## config.mk

```make
export PLATFORM = sky130hd
export DESIGN_NAME = fifo_reader
export DESIGN_NICKNAME = d
export VERILOG_FILES = /design/src/rtl/fifo_reader_pkg.sv /design/src/rtl/fifo_reader_skid.sv /design/src/rtl/fifo_reader.sv
export SDC_FILE = /design/constraint.sdc
export NUM_CORES = 1
export LEC_CHECK = 0
export CORE_ASPECT_RATIO = 1.75
export CORE_UTILIZATION = 51
export CTS_CLUSTER_SIZE = 10
export DETAILED_ROUTE_END_ITERATION = 16
export PLACE_DENSITY = 0.79
export SLEW_MARGIN = 15
export SYNTH_ARGS = -nofsm -noshare
export SYNTH_HDL_FRONTEND = slang
export SYNTH_SLANG_ARGS = --single-unit
```

## constraint.sdc

```tcl
create_clock -name clk -period 2.1 [get_ports clk]
set_input_delay 0.315 -clock clk [delete_from_list [all_inputs] [get_ports clk]]
set_output_delay 0.315 -clock clk [all_outputs]
set_load 0.02 [all_outputs]
```

## src/rtl/fifo_reader_pkg.sv

```systemverilog
// Shared constants and types for the fifo_reader drain stage.
package fifo_reader_pkg;

  localparam int unsigned SKID_DEPTH    = 2;
  localparam int unsigned CNT_W_DEFAULT = 32;

  typedef logic [1:0] skid_cnt_t;

endpackage

```

## src/rtl/fifo_reader_skid.sv

```systemverilog
// Two-entry skid buffer: holds popped words that the consumer could not take yet.
module fifo_reader_skid
  import fifo_reader_pkg::*;
#(
  parameter int unsigned WIDTH = 16
) (
  input  logic             clk,
  input  logic             rst_n,
  input  logic             clear,
  input  logic             enq,
  input  logic [WIDTH-1:0] enq_data,
  input  logic             deq,
  output logic [WIDTH-1:0] head_data,
  output logic [1:0]       cnt
);

  logic [WIDTH-1:0] mem_q [SKID_DEPTH];
  logic [WIDTH-1:0] mem_d [SKID_DEPTH];
  logic             head_q, head_d;
  logic             tail_q, tail_d;
  skid_cnt_t        cnt_q, cnt_d;

  always_comb begin
    mem_d  = mem_q;
    head_d = head_q;
    tail_d = tail_q;
    cnt_d  = cnt_q;
    if (clear) begin
      head_d = 1'b0;
      tail_d = 1'b0;
      cnt_d  = '0;
    end else begin
      if (enq) begin
        mem_d[tail_q] = enq_data;
        tail_d        = ~tail_q;
      end
      if (deq) begin
        head_d = ~head_q;
      end
      // Simultaneous enq and deq leave the occupancy unchanged.
      unique case ({enq, deq})
        2'b10:   cnt_d = cnt_q + 2'd1;
        2'b01:   cnt_d = cnt_q - 2'd1;
        default: cnt_d = cnt_q;
      endcase
    end
  end

  always_ff @(posedge clk or negedge rst_n) begin
    if (!rst_n) begin
      mem_q  <= '{default: '0};
      head_q <= 1'b0;
      tail_q <= 1'b0;
      cnt_q  <= '0;
    end else begin
      mem_q  <= mem_d;
      head_q <= head_d;
      tail_q <= tail_d;
      cnt_q  <= cnt_d;
    end
  end

  assign head_data = mem_q[head_q];
  assign cnt       = cnt_q;

endmodule

```

## src/rtl/fifo_reader.sv

```systemverilog
// Converts the queue's pop/registered-data interface into a valid/ready stream.
// Optional statistics counters are enabled by defining FIFO_READER_STATS_EN.
module fifo_reader
  import fifo_reader_pkg::*;
#(
  parameter int unsigned WIDTH = 16,
  parameter int unsigned CNT_W = CNT_W_DEFAULT
) (
  input  logic             clk,
  input  logic             rst_n,
  input  logic             q_empty,
  input  logic [WIDTH-1:0] q_data,
  output logic             q_pop,
  output logic             q_flush,
  input  logic             flush,
  output logic             out_valid,
  input  logic             out_ready,
  output logic [WIDTH-1:0] out_data
`ifdef FIFO_READER_STATS_EN
  ,
  output logic [CNT_W-1:0] stat_words,
  output logic [CNT_W-1:0] stat_stalls
`endif
);

  localparam skid_cnt_t SkidDepth = skid_cnt_t'(SKID_DEPTH);

  logic             pend_q, pend_d;
  logic [1:0]       cnt;
  logic [1:0]       inflight;
  logic [WIDTH-1:0] head_data;
  logic             skid_enq;
  logic             skid_deq;

  always_comb begin
    inflight = cnt + {1'b0, pend_q};
    q_pop    = rst_n && !flush && !q_empty && (inflight < SkidDepth);
    q_flush  = flush || !rst_n;
    pend_d   = q_pop;

    if (cnt == 2'd0) begin
      out_valid = pend_q && !flush;
      out_data  = q_data;
    end else begin
      out_valid = !flush;
      out_data  = head_data;
    end
    // The queue's data_out is not reset, so mask it while reset is held.
    if (!rst_n) begin
      out_valid = 1'b0;
      out_data  = '0;
    end

    // A bypassed word that is accepted never enters the skid.
    skid_enq = pend_q && !flush && ((cnt != 2'd0) || !out_ready);
    skid_deq = (cnt != 2'd0) && out_valid && out_ready;
  end

  always_ff @(posedge clk or negedge rst_n) begin
    if (!rst_n) begin
      pend_q <= 1'b0;
    end else begin
      pend_q <= pend_d;
    end
  end

  fifo_reader_skid #(
    .WIDTH (WIDTH)
  ) u_skid (
    .clk       (clk),
    .rst_n     (rst_n),
    .clear     (flush),
    .enq       (skid_enq),
    .enq_data  (q_data),
    .deq       (skid_deq),
    .head_data (head_data),
    .cnt       (cnt)
  );

`ifdef FIFO_READER_STATS_EN
  localparam logic [CNT_W-1:0] One = {{(CNT_W-1){1'b0}}, 1'b1};

  logic [CNT_W-1:0] words_q, words_d;
  logic [CNT_W-1:0] stalls_q, stalls_d;

  // Counters survive flush; only reset clears them.
  always_comb begin
    words_d  = words_q;
    stalls_d = stalls_q;
    if (out_valid && out_ready) begin
      words_d = words_q + One;
    end
    if (out_valid && !out_ready) begin
      stalls_d = stalls_q + One;
    end
  end

  always_ff @(posedge clk or negedge rst_n) begin
    if (!rst_n) begin
      words_q  <= '0;
      stalls_q <= '0;
    end else begin
      words_q  <= words_d;
      stalls_q <= stalls_d;
    end
  end

  assign stat_words  = words_q;
  assign stat_stalls = stalls_q;
`else
  logic unused_cnt_w;
  assign unused_cnt_w = ^CNT_W;
`endif

endmodule

```

Word level (Yosys, flattened, before mapping)
Index checks and enable logic that the tools add are counted.
{"block": "classes", "n_mux": 16, "order_cmp": 4, "bitwise_logic": 5, "n_eq_ne": 2, "n_shift": 0, "add_sub_neg": 3, "n_reduce_logical": 20, "multipliers": 0, "div": 0}
{"cell": "16-bit 2-to-1 mux", "n": 6}
{"cell": "32-bit bitwise mux", "n": 1}
{"cell": "16-bit demux with 1-bit select", "n": 1}
{"cell": "1-bit logical AND", "n": 8}
{"cell": "1-bit 2-to-1 mux", "n": 6}
{"cell": "2-bit nonzero test", "n": 3}
{"cell": "2-bit greater-or-equal comparator (second input constant)", "n": 2}
{"cell": "1-bit logical NOT", "n": 4}
{"cell": "1-bit inverter with 2-bit output", "n": 2}
{"cell": "2-bit one-hot mux with 2 select lines", "n": 1}
{"cell": "1-bit inverter", "n": 3}
{"cell": "3-bit nonzero test", "n": 1}
{"cell": "2-bit by 1-bit adder with 2-bit output", "n": 1}
{"cell": "2-bit by 1-bit adder with 2-bit output (second input constant)", "n": 1}
{"cell": "2-bit by 1-bit equality test with 1-bit output (second input constant)", "n": 1}
{"cell": "2-bit equality test (second input constant)", "n": 1}
{"cell": "2-bit logical NOT", "n": 1}
{"cell": "1-bit logical OR", "n": 2}
{"cell": "2-bit by 1-bit less-than comparator with 1-bit output (second input constant)", "n": 1}
{"cell": "2-bit less-than comparator (second input constant)", "n": 1}
{"cell": "2-bit 2-to-1 mux", "n": 1}
{"cell": "2-bit AND reduction", "n": 1}
{"cell": "2-bit by 1-bit subtractor with 2-bit output (second input constant)", "n": 1}
{"block": "totals", "output_inout_bits": 19, "wordCells": 56, "inputBits": 21, "ramBits": 0, "mem_bits_ro": 0, "register_bits": 37, "n_memories": 0, "latch_bits": 0}

Logic depth before layout (Yosys ltp)
Gate-level depths: netlist of run 1.
{"block": "depth", "depth_word": 9, "mapped_depth": 5, "mapped_depth_nobuf": 3}

Modules after synthesis
From an unflattened synthesis of run 1, not the netlist that was laid out.
{"block": "hier_totals", "cells_unflattened": 170, "hier_area_um2": 2073.2}
{"mod": "fifo_reader_skid", "area_each_um2": 1647.8, "instances": 1, "seq_area_each_um2": 900.9, "cells_each": 103}
{"mod": "fifo_reader", "area_each_um2": 425.4, "instances": 1, "seq_area_each_um2": 25.0, "cells_each": 67}

Least setup slack after synthesis of run 1
OpenSTA, ideal clock, no wires.
{"block": "synth_path", "kind": "flip-flop to flip-flop", "start": "register u_skid.cnt_q[0] (netlist: u_skid.cnt[0])", "end": "register u_skid.mem_q[16] in the netlist's numbering", "period_less_slack_ps": 1652, "path_buffers": 2, "slack_ps": 448, "arrival_ps": 1528, "required_time_ps": 1975, "setup_ps": 125, "stages_incl_launch_ff": 6, "cell_sequence": "dfrtp_1 -> or2_1 -> buf_6 -> o211ai_4 -> buf_8 -> mux2_2"}
{"block": "synth_between", "elab_chain_cells": 4}
{"item": "start: declaration", "line": "fifo_reader_skid.sv:21", "source": "skid_cnt_t cnt_q, cnt_d;"}
{"item": "start signal: assignment", "line": "fifo_reader_skid.sv:59", "source": "cnt_q <= cnt_d;"}
{"item": "2-bit nonzero test", "line": "fifo_reader.sv:55", "source": "skid_enq = pend_q && !flush && ((cnt != 2'd0) || !out_ready);"}
{"item": "1-bit logical OR", "line": "fifo_reader.sv:55"}
{"item": "1-bit logical AND", "line": "fifo_reader.sv:55"}
{"item": "2-bit AND reduction (no source line)"}
{"item": "end signal: assignment", "line": "fifo_reader_skid.sv:56", "source": "mem_q <= mem_d;"}
{"item": "end: declaration", "line": "fifo_reader_skid.sv:17", "source": "logic [WIDTH-1:0] mem_q [SKID_DEPTH];"}
No other way between the ends.
A chain may end at the register's enable or synchronous reset.

Worst setup path in the final report of run 1
{"block": "layout_path", "start": "register u_skid.cnt_q[0] (netlist: u_skid.cnt[0])", "end": "output out_data[9]"}
{"block": "layout_between", "elab_chain_cells": 3}
{"item": "2-bit logical NOT", "line": "fifo_reader.sv:41", "source": "if (cnt == 2'd0) begin"}
{"item": "16-bit 2-to-1 mux", "line": "fifo_reader.sv:41"}
{"item": "16-bit 2-to-1 mux", "line": "fifo_reader.sv:49", "source": "if (!rst_n) begin"}
{"item": "end: declaration", "line": "fifo_reader.sv:18", "source": "output logic [WIDTH-1:0] out_data"}
No other way between the ends.

==> results of run 1 <==
-- repair_timing --
item                                    in CTS  in global routing
resized for setup                           19                  2
hold buffers                                 1                  0
endpoints found under the hold margin        2                  0
endpoints found under the setup margin      18                  2
-- cell usage after synthesis, drive strengths merged, types with 3 or more instances --
| cell | n |
|---|---|
| dfrtp | 37 |
| a21oi | 6 |
| clkbuf | 5 |
| o211a | 16 |
| mux2i | 16 |
| inv | 3 |
| nand2 | 18 |
| mux2 | 32 |
| buf | 7 |
-- worst max-delay path: stages, from the launching register on --
cell           delay (ns)
dfrtp_1              0.39
or2_1                0.24
buf_4                0.21
nand2_1              0.08
o211a_1              0.15
dlygate4sd2_1        0.33
-- flip-flops by register name, summed over array words and instances, names as in the netlist --
| register | flops |
|---|---|
| pend_q | 1 |
| u_skid.cnt | 2 |
| u_skid.tail_q | 1 |
| u_skid.head_q | 1 |
| u_skid.mem_q | 32 |
-- metal layers --
layer,track usage,wire (um)
met2,0.389,2210
met3,0.0510,160
met1,0.250,1650
met4,0.0989,64
met5,0,0
-- per-stage QoR --
step	instance area, um^2	setup TNS [ns]	setup WS (ns)	power [W]	cells
2_1_floorplan	1960	0	0.448	0.00107	160
3_3_place_gp	2470	0	0.0394	0.00121	249
3_5_place_dp	2470	-0.0480	-0.0241	0.00123	249
4_1_cts	2540	0	0.0763	0.00172	257
5_1_grt	2550	0	0.00903	0.00178	257
6_report	2550	0	0.0902	0.00169	257
-- worst max path at each step --
stage	to	cells after the start
global placement	out_valid	5
CTS	out_data[9]	5
finish	out_data[9]	5
global route	out_data[11]	5
detailed placement	q_pop	4
floorplan	u_skid.mem_q[16]	5
-- cells by family (layout without fill, tap and decap cells) --
logic type      Yosys count  after routing  share of synthesized area
flops                    37             37                      0.473
xor+xnor                  1              1                    0.00448
simple gates             30             30                     0.0742
buf+inv                  15             66                     0.0454
mux                      48             48                      0.266
compound gates           29             29                      0.137
-- layout by cell type, fill, tap and decap left out, drive strengths merged --
cell,Yosys,layout
dlygate4sd3,0,1
nand2,18,18
nand2b,2,2
and4,2,2
dfrtp,37,37
nor3,1,1
mux2,32,32
nand3b,1,1
clkdlybuf4s50,0,20
nor2b,1,1
a2111oi,1,1
nor4,1,1
nor2,2,2
dlygate4sd2,0,17
o211ai,1,1
or2,1,1
inv,3,3
clkdlybuf4s15,0,1
a21oi,6,6
clkbuf,5,7
mux2i,16,16
a211oi,1,1
o211a,16,16
o41ai,1,1
buf,7,17
o21ai,2,2
xnor2,1,1
and3b,1,1
o311ai,1,1
-- area by class of cell --
| class | instances | area [um^2] |
|---|---|---|
| Fill cell | 287 | 1080 |
| Multi-Input combinational cell | 108 | 942 |
| Sequential cell | 37 | 927 |
| Timing Repair Buffer | 56 | 523 |
| Clock buffer | 7 | 86.3 |
| Tap cell | 46 | 57.6 |
| Inverter | 3 | 11.3 |
-- power groups by stage --
| stage | sequential (W) | clock [W] | combinational, W |
|---|---|---|---|
| 6_report | 0.000860 | 0.000489 | 0.000345 |
| 5_1_grt | 0.000870 | 0.000526 | 0.000380 |
| 4_1_cts | 0.000859 | 0.000508 | 0.000349 |
| 3_5_place_dp | 0.000872 | 0 | 0.000362 |
| 3_3_place_gp | 0.000863 | 0 | 0.000346 |
| 2_1_floorplan | 0.000856 | 0 | 0.000218 |
==> metrics.yaml, run 1 <==
global_routing:
  grt_antenna_before_repair: 0
  groute.usage.overall: 0.222
  grt_start_max_net_pins: 30
  grt_overflow: 0
  grt_first_pass_wirelength_um: 6910
  via_count_of_the_first_global_routing_pass: 1501
cells_and_area:
  finalCoreUtilization: 0.702
  num-nets-final: 232
  drive_gt1_frac: 0.275
  antenna-diode-count: 0
  areaGrowthSynthToFinish_pct: 30.2
clocking:
  cts_htree_levels: 2
  cts_tree: "yes"
  clock_latency_ns: 0.28
  numCtsBuffers: 5
  clk_pin_slew_worst_paths_ns: 0.07
  cts_sinks: 37
  cts_buffer_depth: 2
  clock_root_buffer: "clkbuf_8"
  cts_post_setup_buffers_inserted: 0
place:
  dp_hpwl_um: 2880
  place_congestion: 0.884
  port_buffers: 39
floorplan:
  coreArea_um2: 3630
  fp.dieH_um: 83.9
  placement_rows: 29
  ioPinCount: 40
  die_width_um: 48.8
  floorplan.initialDensity: 0.539
  die_area_um2: 4100
sta:
  worst_slew_pin_slew_ns: 0.392
  slew-limit-headroom: 0.732
  fmax_ghz: 0.498
  post-route-min-period_ns: 2.01
  finalSetupViolations: 0
  finalHoldViolCount: 0
  setup_repair_after_global_routing_missed_its_margin: "no"
  final.period_utilization: 0.957
  clock-skew-final_ns: 0.00399
  slew_violations: 0
  fin_worst_hold_slack_ns: 0.0714
detailed_routing:
  detail_route.wirelength_um: 4080
  route.detailed.vias_per_inst: 5.68
  drtPass1Iterations: 4
  drt_iter0_markers: 40
  total_number_of_vias: 1461
  post_drt_wl_per_cell_um: 15.9
  drt_drc_violations_left: 0
  final_antenna_net_count: 0
worst_setup_path:
  critical_path.max_fanout: 19
  critPathLaunchType: "flip-flop"
  crit_path_start: "u_skid.cnt[0]"
  endpoint_kind: "output pin"
  crit_type: "reg2out"
  rr_worst_depth: 5
  arrival_ns: 1.69
  crit-reg2reg-capture: "u_skid.mem_q[25]"
  cp.required_ns: 1.78
  rr_startpoint: "u_skid.cnt[0]"
  reg_to_reg_slack_setup_ns: 0.38
power:
  vdd_drop_max_mv: 0.604
  power_frac_comb: 0.204
  switching_share: 0.254
  cellInternalPower_w: 0.00126
  p_leak_nw: 1.26
  clock_power_share: 0.289
  power_per_cell_area_nw_per_um2: 665
  seqPwrFrac: 0.507
  total_switching_power_w: 0.000431
logic_synthesis:
  ys_async_sr_fraction: 1.00
  synth_seq_area_share: 0.473
  synth.top_cell.area_share: 0.473
  postSynth.topFlopCell: "dfrtp_1"
  post_synth.cell_area_avg_um2: 12.2
  synth_warnings: 0
  post-synth-top-area-cell: "dfrtp_1"
  synth_cell_type_count: 28
  ys_ff_latch: 37
  synth_edf_count: 0
  mappedNetlistNets: 181
  syn_area_um2: 1960
  synth_area_leaders: "dfrtp_1, mux2_2, mux2i_1"
  netlist_instances: 160
hold_path:
  hold_class: "in2async"
flow_run:
  max_cap_viol_count: 0
run_status:
  run_status: "complete, no violations"
Power figures use the tool's default switching activity.
==> inputs of run 2 (changes only) <==
CTS_CLUSTER_DIAMETER = 50   (was not set)
==> results of run 2 <==
Final layout, timing and power as in run 1 (identical DEF).
